===== src/rtl/switch_alloc0.sv =====
// switch_alloc0: five-port wormhole switch allocator for router0 of the 4x4 mesh.
// Each output arbitrates round-robin among eligible header flits. It then stays
// locked to the winning input until that packet's tail flit has been transferred.
// Port order everywhere: 0=L, 1=E, 2=W, 3=S, 4=N.
// Optional build macro: SWITCH_ALLOC0_ERR_EN adds a sticky protocol error output 'err'.

module switch_alloc0 #(
    parameter int NPORT = 5,
    parameter int SEL_W = 3
) (
    input  logic                     clk,
    input  logic                     rst,
    input  logic [NPORT-1:0]         in_valid,
    input  logic [2*NPORT-1:0]       in_type,
    input  logic [NPORT*NPORT-1:0]   in_req,
    input  logic [NPORT-1:0]         out_ready,
    output logic [NPORT-1:0]         in_pop,
    output logic [NPORT-1:0]         out_valid,
    output logic [NPORT*SEL_W-1:0]   out_sel,
    output logic [NPORT-1:0]         out_busy
`ifdef SWITCH_ALLOC0_ERR_EN
    ,
    output logic                     err
`endif
);

    localparam int NSLOT = 1 << SEL_W;

    typedef enum logic {
        ST_IDLE   = 1'b0,
        ST_LOCKED = 1'b1
    } state_e;

    // Per-output lock state, owning input and round-robin pointer.
    state_e           state_q [NPORT];
    state_e           state_d [NPORT];
    logic [SEL_W-1:0] owner_q [NPORT];
    logic [SEL_W-1:0] owner_d [NPORT];
    logic [SEL_W-1:0] ptr_q   [NPORT];
    logic [SEL_W-1:0] ptr_d   [NPORT];

    // Per-input views padded to every owner code, so an owner register indexes them directly.
    logic [NSLOT-1:0] valid_x;
    logic [NSLOT-1:0] last_x;
    logic [NSLOT-1:0] cand_x [NPORT];
    logic [NPORT-1:0] xfer;

    // Decode each input's head flit and build the candidate set of every output.
    // NOTE: every variable written in an always_comb gets a default first, so no latch is inferred.
    always_comb begin
        valid_x = '0;
        last_x  = '0;
        for (int o = 0; o < NPORT; o++) begin
            cand_x[o] = '0;
        end
        for (int i = 0; i < NPORT; i++) begin
            valid_x[i] = in_valid[i];
            // Type bit 0 marks the end of a packet (tail or single-flit).
            last_x[i]  = in_type[2*i];
            for (int o = 0; o < NPORT; o++) begin
                // Type bit 1 marks a header (header or single-flit); the request must be exactly one-hot.
                cand_x[o][i] = in_valid[i] & in_type[2*i+1]
                             & $onehot(in_req[NPORT*i +: NPORT])
                             & in_req[NPORT*i+o];
            end
        end
    end

    // Crossbar drive from registered state, in_valid and out_ready only.
    always_comb begin
        in_pop    = '0;
        out_valid = '0;
        out_sel   = '0;
        out_busy  = '0;
        xfer      = '0;
        for (int o = 0; o < NPORT; o++) begin
            out_busy[o]               = (state_q[o] == ST_LOCKED);
            out_sel[SEL_W*o +: SEL_W] = owner_q[o];
            out_valid[o]              = out_busy[o] & valid_x[owner_q[o]];
            xfer[o]                   = out_valid[o] & out_ready[o];
            for (int i = 0; i < NPORT; i++) begin
                if (owner_q[o] == SEL_W'(i)) begin
                    in_pop[i] = in_pop[i] | xfer[o];
                end
            end
        end
    end

    // Next state per output: round-robin grant while idle, release after a popped tail.
    always_comb begin
        logic [SEL_W:0]   sum;
        logic [SEL_W-1:0] idx;
        logic             found;
        sum   = '0;
        idx   = '0;
        found = 1'b0;
        for (int o = 0; o < NPORT; o++) begin
            state_d[o] = state_q[o];
            owner_d[o] = owner_q[o];
            ptr_d[o]   = ptr_q[o];
            found      = 1'b0;
            if (state_q[o] == ST_LOCKED) begin
                if (xfer[o] && last_x[owner_q[o]]) begin
                    state_d[o] = ST_IDLE;
                end
            end else begin
                // Scan ptr+1, ptr+2, ... modulo NPORT; the first candidate wins.
                for (int k = 1; k <= NPORT; k++) begin
                    sum = {1'b0, ptr_q[o]} + (SEL_W+1)'(k);
                    if (sum >= (SEL_W+1)'(NPORT)) begin
                        sum = sum - (SEL_W+1)'(NPORT);
                    end
                    idx = sum[SEL_W-1:0];
                    if (!found && cand_x[o][idx]) begin
                        found      = 1'b1;
                        state_d[o] = ST_LOCKED;
                        owner_d[o] = idx;
                        ptr_d[o]   = idx;
                    end
                end
            end
        end
    end

    // State registers; reset drops every lock and gives input 0 first priority.
    // NOTE: sequential state uses non-blocking assignments so every flop samples pre-edge values.
    always_ff @(posedge clk) begin
        for (int o = 0; o < NPORT; o++) begin
            if (rst) begin
                state_q[o] <= ST_IDLE;
                owner_q[o] <= '0;
                ptr_q[o]   <= SEL_W'(NPORT-1);
            end else begin
                state_q[o] <= state_d[o];
                owner_q[o] <= owner_d[o];
                ptr_q[o]   <= ptr_d[o];
            end
        end
    end

`ifdef SWITCH_ALLOC0_ERR_EN
    logic [NPORT-1:0] owned;
    logic [NPORT-1:0] bad_flit;
    logic             err_q;
    logic             err_d;

    // Flag an unowned input holding a non-request header or a mid-packet flit.
    always_comb begin
        owned    = '0;
        bad_flit = '0;
        for (int o = 0; o < NPORT; o++) begin
            for (int i = 0; i < NPORT; i++) begin
                if ((state_q[o] == ST_LOCKED) && (owner_q[o] == SEL_W'(i))) begin
                    owned[i] = 1'b1;
                end
            end
        end
        for (int i = 0; i < NPORT; i++) begin
            bad_flit[i] = in_valid[i] & ~owned[i]
                        & (~in_type[2*i+1] | ~$onehot(in_req[NPORT*i +: NPORT]));
        end
        err_d = err_q | (|bad_flit);
    end

    // Sticky error flag, cleared only by reset.
    always_ff @(posedge clk) begin
        if (rst) begin
            err_q <= 1'b0;
        end else begin
            err_q <= err_d;
        end
    end

    assign err = err_q;
`endif

endmodule


===== config.mk =====
export PLATFORM = sky130hd
export DESIGN_NAME = switch_alloc0
export DESIGN_NICKNAME = d
export VERILOG_FILES = /design/src/rtl/switch_alloc0.sv
export SDC_FILE = /design/constraint.sdc
export NUM_CORES = 1
export LEC_CHECK = 0
export BUFFER_PORTS_ARGS = -buffer_cell sky130_fd_sc_hd__buf_4
export CAP_MARGIN = 20
export CORE_MARGIN = 3
export CORE_UTILIZATION = 40
export DETAILED_ROUTE_END_ITERATION = 10
export GPL_TIMING_DRIVEN = 0
export PLACE_DENSITY = 0.62
export SYNTH_ARGS = -nofsm -noshare
export SYNTH_HDL_FRONTEND = slang
export SYNTH_SLANG_ARGS = --single-unit

===== constraint.sdc =====
create_clock -name clk -period 5.29 [get_ports clk]
set_clock_uncertainty 0.2 [all_clocks]
set_input_delay 0.529 -clock clk [delete_from_list [all_inputs] [get_ports clk]]
set_output_delay 0.529 -clock clk [all_outputs]
set_load 0.05 [all_outputs]

# == Yosys cells after proc, flatten, opt, wreduce, memory -nomap -nowiden ==
# Memory sizes are Yosys's and may differ from the RTL's.
# Cells that the tools add are included.
# classes
magnitude_cmp,55
mux,293
n_reduce_logical,50
n_eq_ne,25
addsub,70
n_bitwise,80
# op_table
cell,n
$mux W3,120
$mux W1,138
$lt A3 B4 Y1 const B,30
$bmux W1 S3,35
$ge A4 B3 Y1 const B,25
$sub A3 B3 Y3 const B,25
$and A1 B1 Y1,45
$add A3 B2 Y4 const B,10
$add A3 B3 Y4 const B,10
$or A1 B1 Y1,35
$eq A3 B1 Y1 const B,10
$eq A3 B2 Y1 const B,10
$logic_and A1 B1 Y1,25
$add A1 B1 Y2,10
$add A3 B1 Y4 const B,5
$logic_not A1 Y1,20
$add A2 B2 Y3,5
$add A3 B1 Y3,5
$eq A3 B3 Y1 const B,5
$logic_not A3 Y1,5
# totals
input_bits,47
output_inout_bits,30
mem_bits_rw,35
memories,3
elab_cells,576
regBits,0
# memory_table
memory,words,word_bits,rd,rd_ports_with_merged_regs,write_ports,line_no,rtl
owner_q,5,3,5,0,5,37,logic [SEL_W-1:0] owner_q [NPORT];
ptr_q,5,3,5,0,5,39,logic [SEL_W-1:0] ptr_q [NPORT];
state_q,5,1,5,0,5,35,state_e state_q [NPORT];

# == Depth between registers and ports, before layout ==
# Gate-level depths: netlist of run 1.
# logic_depth
word_depth,27
mapped_depth,15
ltp_nobuf,14

# == Least setup slack after synthesis of run 1 ==
# Ideal clock, no wire load.
# synth_timing
path_type,in2reg
start,input in_req[0]
end,memory ptr_q[0][1]
path_slack_ps,1182
setup_ps,135
path_buffers,0
arrival_ps,3773
cell_stages,13
path_cell_list,inv_1 -> fa_1 -> fa_1 -> inv_1 -> ha_1 -> nand4bb_1 -> nor3_1 -> mux2i_1 -> mux4_2 -> o21a_1 -> o41a_1 -> a311oi_1 -> nor4_1
# synth_lines
item,line_no,rtl
start: declaration,15,"input logic [NPORT*NPORT-1:0] in_req,"
end: declaration,39,

==> summary.txt, run 1 <==
Worst setup path
  – Critical Path End: ptr_q[0][1]$_SDFFE_PP0P_
  – Worst setup startpoint: in_req[10]
  – Worst r2r dst: owner_q[4][0]$_SDFFE_PP0P_
  – Worst-path fanout max: 6
  – R2R Path Start: owner_q[4][0]$_SDFFE_PP0P_
  – Slowest CP cell: nor3_1
  – Stages on worst setup path: 14
  – Required @ worst endpoint: 5220 ps
  – Critical path's top delay family: simple AND/OR/NAND/NOR gates
  – Worst Setup Start Kind: primary input
  – Setup CP Type: in2reg
  – Endpoint type of the worst setup path: register
  – Critical-path cell list: buf_4, inv_1, fa_1, fa_1, inv_1, ha_1, nand4bb_1, nor3_1, mux2i_1, mux4_2, o21a_1, o41a_1, a311oi_1, nor4_1
  – Critical path buffer and inverter count: 3
  – Worst r2r path cells: 13
  – Worst path arrival time: 4810 ps
  – R2r setup slk: 420 ps
  – Crit-path max cell delay: 900 ps

Power
  – Combinational Power Share: 85.7%
  – Sw Share: 57.04%
  – Net Sw Power: 2.259 mW
  – Internal power: 1.701 mW
  – Sequential share of power: 9.8%
  – Leakage: 3.356 nW
  – Clock network fraction of design power: 4.5%
  – Max VDD drop: 0.0002100 V
  – Pwr Density: 491.4 nW/um^2

Detailed routing
  – Final WL: 23.58 mm
  – Post-route ant nets: 0
  – Avg WL per Cell: 18.79 um
  – Router iterations before antenna repair: 5
  – DRT iter0 DRCs: 683
  – # DRC: 0
  – DR vias: 7583
  – Vias per std cell: 6.042

Finish
  – Share of layout cells above drive strength 1: 15.92%
  – Layout overhead on the synthesized area: 13.24%
  – Design Area, Final: 8059 sq um
  – # fillers: 1779
  – Area of the multi-input gates: 6015 sq um
  – ANT cells: 0
  – Flip-flop and latch area: 500.5 sq um
  – Final net count: 1153

Hold path
  – Hold/Removal Path Class: reg2reg
  – Min-delay src: state_q[2]$_SDFF_PP0_

Placed design
  – Pre-CTS setup slack: 211.8 ps
  – Port bufs: 76
  – Gpl congestion: 0.9259
  – DP Area: 7969 sq um
  – DP HPWL: 19.21 mm

Timing
  – Fmax: 0.2049 GHz
  – Final hold viol count: 0
  – Tmin final: 4881 ps
  – Tcrit/Tclk final: 92.27%
  – RSZ-0062 raised after global routing: no
  – Endpoints failing setup: 0
  – Setup TNS: 0 ps
  – Actual slew at the worst max-slew pin: 1119 ps
  – Final hold slack: 342.1 ps
  – Final setup margin: 409.0 ps
  – Final Max Tran Viols: 0
  – Slew headroom: 24.85%

Flow run
  – Max-cap viol count: 0

Yosys
  – Netlist cell types: 92
  – Syn Nets: 1071
  – Yosys synthesis warning count: 0
  – Top FF cell, synth: dfxtp_1
  – Cells after synthesis: 949
  – Fraction of registers with async set/reset: 0%
  – Post-synth top area cell: ha_1
  – Synthesized area: 7117 sq um
  – EDFF count, synth: 0
  – Synthesized area per cell: 7.499 sq um
  – Top cells by area, synth: ha_1 (11%), dfxtp_1 (7.0%), mux4_2 (5.7%), mux2i_1 (5.1%), inv_1 (4.8%)
  – Register area share after synthesis: 7.032%
  – Post-synth top area share: 10.55%
  – Seq cells post-synth: 25

CTS
  – CTS Buf Count: 3
  – Clock-pin slew on the worst setup and hold paths: 70 ps
  – CTS resizes: 0
  – Post-CTS Hold Buffers: 0
  – Longest Clk Path Bufs: 2
  – CTS Sinks: 25
  – Root Buffer: clkbuf_16
  – # Post-CTS Setup Buffers: 0
  – H-tree depth: 1
  – CTS tree: built
  – Clk_lat worst skew: 260 ps

Global routing
  – Total track usage: 23.29%
  – Overflow after GRT: 0
  – Vias in the first global route: 7002
  – Initial antenna violation count: 0
  – First-pass GRT wire length: 37.48 mm
  – Largest net degree at the start of global routing: 16

Floorplanning
  – DIE HEIGHT: 139.4 um
  – Die ar.: 19430 sq um
  – Starting Density: 41.00%
  – Die width: 139.4 um
  – IO Pins: 77
  – Core ar.: 17360 sq um
  – Row count: 48

Run status
  – Run status: finished, final reports clean
-- stage by stage --
step | power, mW | cells | utilization [%]
floorplan | 2.983 | 949 | -
global placement | 3.702 | 1250 | 45.91
detailed placement | 3.719 | 1250 | 45.91
CTS | 3.909 | 1254 | 46.39
global route | 4.322 | 1255 | 46.43
finish | 3.960 | 1255 | 46.43
-- tightest hold or removal path: stages (launching register included) --
cell     delay [ps]
dfxtp_1         350
nand3_1          90
a21oi_1          60
-- area by class of cell --
class	count	share of cell area [%]
Inverter	93	4.332
Multi-Input combinational cell	783	74.63
Timing Repair Buffer	77	7.173
Clock inverter	1	0.09315
Buffer	48	3.136
Clock buffer	3	0.9315
Sequential cell	25	6.210
Tap cell	225	3.493
-- worst min path at each step --
stage                            endpoint  cells past startpoint  slack [ps]
global placement    state_q[2]$_SDFF_PP0_                      2         350
CTS                 state_q[2]$_SDFF_PP0_                      2         360
finish              state_q[2]$_SDFF_PP0_                      2         340
floorplan           state_q[2]$_SDFF_PP0_                      2         270
global route        state_q[2]$_SDFF_PP0_                      2         390
detailed placement  state_q[2]$_SDFF_PP0_                      2         350
-- sequential cells by signal, summed over array words and instances, names as in the netlist --
name and flops:
owner_q 11, state_q 5, ptr_q 9
-- synth_stat cells, drive strengths merged, types with 7 or more instances --
| library cell | instances |
|---|---|
| nand2 | 44 |
| xnor2 | 21 |
| a21o | 16 |
| dfxtp | 25 |
| nand4 | 11 |
| and3 | 7 |
| o31ai | 13 |
| a21boi | 12 |
| fa | 15 |
| nor3 | 45 |
| ha | 60 |
| inv | 91 |
| nand2b | 23 |
| mux4 | 18 |
| a31oi | 17 |
| o31a | 7 |
| nor3b | 8 |
| o211ai | 7 |
| buf | 29 |
| a211oi | 12 |
| nand3 | 35 |
| o21a | 14 |
| nor2 | 69 |
| mux2i | 36 |
| nor4 | 9 |
| o22ai | 14 |
| a21oi | 49 |
| nand4bb | 7 |
| or3 | 21 |
| o21ai | 54 |
| clkbuf | 19 |
| mux2 | 10 |
| a22oi | 10 |
| nor2b | 17 |
-- kinds of logic after synthesis --
group,synth area share [%]
xor+xnor,3.077
fa+ha+maj,14.77
buf+inv,8.457
simple gates,27.25
mux,12.34
flops,7.032
compound gates,27.07
-- power by group through the flow --
stage | Sequential (mW) | Clock (mW) | Combinational (mW)
floorplan | 0.371 | 0 | 2.61
global placement | 0.391 | 0 | 3.31
detailed placement | 0.390 | 0 | 3.33
CTS | 0.386 | 0.180 | 3.34
global route | 0.403 | 0.188 | 3.73
finish | 0.387 | 0.179 | 3.39
-- metal layers --
metal  GRT usage, %  part of all wire, %
met1          33.16                   45
met2          38.22                   46
met3          1.993                  6.7
met4          5.664                  2.1
met5              0                    0
-- cells in the final DEF (no fill, tap or decap), types with 25 or more instances in the layout --
master,netlist,final
a21oi_1,49,49
buf_4,16,92
dfxtp_1,25,25
ha_1,60,60
inv_1,91,91
mux2i_1,36,36
nand2_1,44,44
nand3_1,35,35
nor2_1,69,69
nor3_1,43,43
o21ai_0,46,46
No activity file was read; power rests on OpenSTA's default activity.
==> inputs of run 2 (changes only) <==
==> config.mk (replaced) <==
export PLATFORM = sky130hd
export DESIGN_NAME = switch_alloc0
export DESIGN_NICKNAME = d
export VERILOG_FILES = /design/src/rtl/switch_alloc0.sv
export SDC_FILE = /design/constraint.sdc
export NUM_CORES = 1
export LEC_CHECK = 0
export CAP_MARGIN = 20
export CORE_MARGIN = 3
export CORE_UTILIZATION = 40
export DETAILED_ROUTE_END_ITERATION = 10
export DONT_BUFFER_PORTS = 1
export GPL_TIMING_DRIVEN = 0
export PLACE_DENSITY = 0.58
export SYNTH_ARGS = -nofsm -noshare
export SYNTH_HDL_FRONTEND = slang
export SYNTH_SLANG_ARGS = --single-unit
==> run 2 against run 1 <==
Against the previous run:
- sequential power up 10%
- maximum frequency increased by 0.56%
- count of clock-buffer cells in the layout unchanged
- die area did not move
- worst setup slack improved by 27 ps
- critical path type is now reg2reg
==> summary.txt, run 2 (synthesis gave the netlist of run 1 again) <==
Run status
  – Run status: finished, final reports clean

Finish
  – Layout overhead on the synthesized area: 5.925%
  – Max FFs per register: 11 (unchanged)
  – ANT cells: 0 (unchanged)
  – Top Registers: owner_q: 11 flops, ptr_q: 9 flops, state_q: 5 flops
  – Final core occ: 43.43% (-3.0 points)
  – Most frequent cells in the layout: inv_1 (91), nor2_1 (69), ha_1 (60)
  – Commonest non-fill, non-tap cell in the layout: inv_1
  – Layout Cells excl Fill: 1187 (-5.4%)
  – Share of layout cells above drive strength 1: 9.563% (-6.4 points)
  – Largest register by flop count: owner_q
  – Final net count: 1085 (-5.9%)

Worst setup path
  – Worst Setup Start Kind: register
  – Worst-path fanout max: 10 (+4)
  – Worst setup startpoint: owner_q[4][0]$_SDFFE_PP0P_
  – Endpoint type of the worst setup path: register
  – Worst path arrival time: 4820 ps (about the same)
  – Critical-path cell list: clkbuf_1, clkinv_1, ha_1, clkbuf_1, inv_1, o41ai_1, and2b_1, o211ai_1, o311ai_1, nor4_2, o211ai_1, and3_1
  – Worst r2r path cells: 12 (-1)
  – R2R Path Start: owner_q[4][0]$_SDFFE_PP0P_
  – Slowest CP cell: nor4_2
  – Required @ worst endpoint: 5260 ps (+40 ps)
  – Setup CP Type: reg2reg
  – Crit-path max cell delay: 510 ps (-390 ps)

Placed design
  – Port bufs: 0 (-100%)
  – Gpl congestion: 0.9357 (+1.1%)
  – Post-placement cell count: 1183 (-5.4%)
  – DP HPWL: 19.34 mm (+0.67%)

Timing
  – Final Max Tran Viols: 0 (unchanged)
  – Fmax: 0.2060 GHz (+0.56%)
  – Tmin final: 4854 ps (-26.99 ps)
  – Final hold viol count: 0 (unchanged)
  – Setup TNS: 0 ps (unchanged)
  – Tcrit/Tclk final: 91.76% (-0.51 points)
  – Slew headroom: 20.05% (-4.8 points)
  – RSZ-0062 raised after global routing: no
  – Actual slew at the worst max-slew pin: 1194 ps (+75.44 ps)
  – Endpoints failing setup: 0 (unchanged)

Floorplanning
  – Die ar.: 19430 sq um (unchanged)
  – Core ar.: 17360 sq um (unchanged)
  – Die width: 139.4 um (unchanged)
  – Starting Density: 41.00% (unchanged)
  – DIE HEIGHT: 139.4 um (unchanged)
  – IO Pins: 77 (unchanged)
  – Row count: 48 (unchanged)

Detailed routing
  – # DRC: 0 (unchanged)
  – Avg WL per Cell: 20.14 um (+7.2%)
  – Post-route ant nets: 0 (unchanged)
  – DR vias: 7313 (-3.6%)
  – Vias per std cell: 6.161 (+2.0%)
  – DRT iter0 DRCs: 628 (-8.1%)
  – Final WL: 23.91 mm (+1.4%)
  – Router iterations before antenna repair: 5 (unchanged)

CTS
  – Clk_lat worst skew: 280 ps (+20 ps)
  – Root Buffer: clkbuf_16
  – Longest Clk Path Bufs: 2 (unchanged)
  – Clock-pin slew on the worst setup and hold paths: 70 ps (about the same)
  – Post-CTS Hold Buffers: 0 (unchanged)
  – CTS Sinks: 25 (unchanged)
  – H-tree depth: 1 (unchanged)
  – CTS Buf Count: 3 (unchanged)
  – # Post-CTS Setup Buffers: 0 (unchanged)
  – CTS tree: built
  – CTS resizes: 0 (unchanged)

Power
  – Sw Share: 58.12% (+1.1 points)
  – Sequential share of power: 11.0% (+1.2 points)
  – Net Sw Power: 2.257 mW (about the same)
  – Clock network fraction of design power: 4.8% (+0.3 points)
  – Combinational Power Share: 84.2% (-1.5 points)
  – Leakage: 3.009 nW (-10%)
  – Pwr Density: 515.2 nW/um^2 (+4.8%)
  – Max VDD drop: 0.0002766 V (+32%)
  – Internal power: 1.627 mW (-4.4%)
  – Final Power: 3.884 mW (-1.9%)

Global routing
  – First-pass GRT wire length: 37.63 mm (+0.39%)
  – Vias in the first global route: 6810 (-2.7%)
  – Largest net degree at the start of global routing: 15 (-1)
  – Total track usage: 23.64% (+0.35 points)
  – Overflow after GRT: 0 (unchanged)
  – Initial antenna violation count: 0 (unchanged)

Hold path
  – Min-delay src: rst
  – WHS Path Cells: 2 (unchanged)
  – Hold/Removal Path Class: in2reg

Flow run
  – Max-cap viol count: 0 (unchanged)
run 2: cell types whose count changed in the layout (fill, tap and decap cells not counted), sizes merged:
cell	change
clkbuf	-1
clkinvlp	-1
buf	-67
clkinv	+1
run 2: area by class of cell:
class                      count  area (sq um)
buffer                        48         252.7
clock buffer                   3         75.07
clock inverter                 1         5.005
fill                        1810          9818
inverter                      93         349.1
multi-input combinational    783          6015
sequential                    25         500.5
tap                          225         281.5
timing repair buffer           9         60.06
run 2: power groups by stage:
stage	Combinational [mW]	Clock (mW)	Sequential, mW
CTS	3.22	0.187	0.424
global placement	3.17	0	0.427
global route	3.60	0.192	0.440
finish	3.27	0.185	0.427
floorplan	2.61	0	0.371
detailed placement	3.21	0	0.427
run 2: critical path: cells and delay by family, from the launching register on:
family	cells	cell delay, ps
AO/OA/AOI/OAI	4	1140
adder cells (fa/ha/maj)	1	430
buffers and inverters	4	1480
flip-flops	1	490
AND/OR/NAND/NOR	3	1010
run 2: final timing paths:
path / to / slack [ps]
setup / recovery: owner_q[4][2]$_SDFFE_PP0P_ / 440
hold / removal: owner_q[2][1]$_SDFFE_PP0P_ / 300
setup reg to reg: owner_q[4][2]$_SDFFE_PP0P_ / 440
hold reg to reg: state_q[2]$_SDFF_PP0_ / 350
run 2: metal layers:
layer | part of all wire, % | wire (um) | up-vias | track usage (%)
met5 | 0 | 0 | - | 0
met4 | 1.8 | 430 | 0 | 6.025
li1 | - | - | 3567 | -
met3 | 7.0 | 1684 | 27 | 2.646
met1 | 45 | 10780 | 3457 | 33.08
met2 | 46 | 11020 | 262 | 38.88
run 2: metrics by stage:
step	hold slack, ps	setup slack [ps]	cell area [sq um]
2_1_floorplan	274.4	1182	7117
3_3_place_gp	350.1	331.5	7398
3_5_place_dp	352.1	246.5	7458
4_1_cts	285.9	545.9	7538
5_1_grt	294.9	76.99	7538
6_report	295.0	436.0	7538
==> inputs of run 3 (changes only) <==
--- a/config.mk
+++ b/config.mk
@@ -11,7 +11,6 @@
 export DETAILED_ROUTE_END_ITERATION = 10
 export DONT_BUFFER_PORTS = 1
 export GPL_TIMING_DRIVEN = 0
-export PLACE_DENSITY = 0.58
 export SYNTH_ARGS = -nofsm -noshare
 export SYNTH_HDL_FRONTEND = slang
 export SYNTH_SLANG_ARGS = --single-unit
==> run 3 against run 2 <==
Against the previous run:
- power decreased by 0.10%
- critical path depth grew 1
- global-route usage shrank 0.26 points
- critical endpoint is now owner_q[4][0]$_SDFFE_PP0P_
- highest routed layer unchanged
==> summary.txt, run 3 (synthesis gave the netlist of run 1 again) <==
Run status
  – Run status: finished, final reports clean

Worst setup path
  – Worst Setup Start Kind: register
  – Critical-path cell list: clkbuf_1, clkinv_1, ha_1, clkbuf_1, inv_1, o41ai_1, and2b_1, mux2i_1, o311a_1, and4_1, a31oi_1, o221ai_1, a31oi_1
  – Crit-path max cell delay: 490 ps (-20 ps)
  – Slowest CP cell: dfxtp_1
  – Worst r2r path cells: 13 (+1)
  – Setup CP Type: reg2reg
  – Required @ worst endpoint: 5290 ps (+30 ps)
  – Worst-path fanout max: 10 (unchanged)
  – Worst path arrival time: 4840 ps (+20 ps)
  – Critical path's top delay family: compound AO/OA/AOI/OAI gates
  – Stages on worst setup path: 13 (+1)
  – Endpoint type of the worst setup path: register
  – Critical path buffer and inverter count: 4 (unchanged)

Timing
  – RSZ-0062 raised after global routing: no
  – Tmin final: 4832 ps (-22.50 ps)
  – Final setup margin: 458.5 ps (+22.50 ps)
  – Tcrit/Tclk final: 91.33% (-0.43 points)
  – Fmax: 0.2070 GHz (+0.47%)
  – Slew headroom: 21.13% (+1.1 points)
  – Final Max Tran Viols: 0 (unchanged)
  – Endpoints failing setup: 0 (unchanged)
  – Actual slew at the worst max-slew pin: 1174 ps (-20.03 ps)
  – Setup TNS: 0 ps (unchanged)
  – Final hold viol count: 0 (unchanged)

Floorplanning
  – Row count: 48 (unchanged)
  – IO Pins: 77 (unchanged)
  – Die ar.: 19430 sq um (unchanged)
  – Starting Density: 41.00% (unchanged)
  – DIE HEIGHT: 139.4 um (unchanged)
  – Die width: 139.4 um (unchanged)
  – Core ar.: 17360 sq um (unchanged)

Detailed routing
  – # DRC: 0 (unchanged)
  – DR vias: 7361 (+0.66%)
  – Vias per std cell: 6.196 (+0.57%)
  – DRT iter0 DRCs: 576 (-8.3%)
  – Final WL: 23.59 mm (-1.3%)
  – Post-route ant nets: 0 (unchanged)
  – Router iterations before antenna repair: 5 (unchanged)
  – Avg WL per Cell: 19.86 um (-1.4%)

Power
  – Internal power: 1.631 mW (+0.28%)
  – Sw Share: 57.96% (-0.16 points)
  – Pwr Density: 514.1 nW/um^2 (-0.20%)
  – Max VDD drop: 0.0003276 V (+18%)
  – Net Sw Power: 2.249 mW (-0.38%)
  – Sequential share of power: 10.9% (about the same)
  – Leakage: 3.013 nW (+0.16%)
  – Clock network fraction of design power: 4.7% (about the same)
  – Combinational Power Share: 84.4% (+0.2 points)

CTS
  – Root Buffer: clkbuf_16
  – Clk_lat worst skew: 270 ps (about the same)
  – CTS Buf Count: 3 (unchanged)
  – Post-CTS Hold Buffers: 0 (unchanged)
  – CTS resizes: 0 (unchanged)
  – H-tree depth: 1 (unchanged)
  – Longest Clk Path Bufs: 2 (unchanged)
  – # Post-CTS Setup Buffers: 0 (unchanged)
  – CTS Sinks: 25 (unchanged)
  – Clock-pin slew on the worst setup and hold paths: 70 ps (about the same)
  – CTS tree: built

Finish
  – Top Registers: owner_q: 11 flops, ptr_q: 9 flops, state_q: 5 flops
  – Share of layout cells above drive strength 1: 9.657% (+0.094 points)
  – Largest register by flop count: owner_q
  – ANT cells: 0 (unchanged)
  – Max FFs per register: 11 (unchanged)
  – Layout overhead on the synthesized area: 6.030% (about the same)
  – Final net count: 1086 (+0.092%)
  – Most frequent cells in the layout: inv_1 (91), nor2_1 (69), ha_1 (60)
  – Commonest non-fill, non-tap cell in the layout: inv_1

Hold path
  – WHS Path Cells: 2 (unchanged)
  – Hold/Removal Path Class: in2reg

Global routing
  – Largest net degree at the start of global routing: 15 (unchanged)
  – First-pass GRT wire length: 37.11 mm (-1.4%)
  – Vias in the first global route: 6750 (-0.88%)
  – Total track usage: 23.38% (-0.26 points)
  – Overflow after GRT: 0 (unchanged)
  – Initial antenna violation count: 0 (unchanged)

Placed design
  – DP HPWL: 19.03 mm (-1.6%)
  – Gpl congestion: 0.9459 (+1.1%)
  – Pre-CTS setup slack: 351.2 ps (+104.7 ps)
  – Port bufs: 0 (unchanged)

Flow run
  – Max-cap viol count: 0 (unchanged)
==> run 3: changes by cell type in the layout (fill, tap and decap cells not counted), sizes merged <==
cell    change
clkbuf      +1
==> run 3: worst reg2reg max path, delay by kind of cell (launching register included) <==
family | cells | cell delay, ps
buffers and inverters | 4 | 1450
and+or+nand+nor | 2 | 550
muxes | 1 | 160
adders and majority gates | 1 | 440
DFF | 1 | 490
AOI/OAI and AO/OA | 5 | 1490
==> run 3: power by group through the flow <==
stage / Sequential [mW] / Clock (mW) / Combinational (mW)
4_1_cts: 0.421 / 0.183 / 3.22
5_1_grt: 0.440 / 0.190 / 3.62
6_report: 0.424 / 0.181 / 3.27
3_3_place_gp: 0.427 / 0 / 3.17
3_5_place_dp: 0.425 / 0 / 3.21
2_1_floorplan: 0.371 / 0 / 2.61
==> run 3: path summary, 6_finish.rpt <==
check | start | endpoint | slack, ps
max | owner_q[4][0]$_SDFFE_PP0P_ | owner_q[4][0]$_SDFFE_PP0P_ | 460
max reg2reg | owner_q[4][0]$_SDFFE_PP0P_ | owner_q[4][0]$_SDFFE_PP0P_ | 460
min | rst | owner_q[2][1]$_SDFFE_PP0P_ | 290
min reg2reg | state_q[2]$_SDFF_PP0_ | state_q[2]$_SDFF_PP0_ | 340
==> run 3: routing by layer <==
layer / share of wire [%] / GRT usage [%] / routed length, um
met2: 46 / 37.58 / 10760
met4: 2.7 / 6.746 / 642
met1: 45 / 32.85 / 10650
met5: 0 / 0 / 0
met3: 6.5 / 3.093 / 1534
==> run 3: final cells by class <==
class,count,area [sq um]
Buffer,48,252.7
Clock buffer,3,75.07
Clock inverter,1,5.005
Fill cell,1796,9811
Inverter,93,349.1
Multi-Input combinational cell,783,6015
Sequential cell,25,500.5
Tap cell,225,281.5
Timing Repair Buffer,10,67.56
==> run 3: stage by stage <==
step           std cells  hold slack, ps  util, %  total power, mW  instance area (sq um)
6_report            1188           285.9    43.48            3.880                   7546
5_1_grt             1188           306.8    43.48            4.250                   7546
4_1_cts             1187           288.0    43.43            3.826                   7538
3_5_place_dp        1183           338.9    42.97            3.631                   7458
3_3_place_gp        1174           333.5    42.63            3.593                   7398
2_1_floorplan        949           274.4        -            2.983                   7117
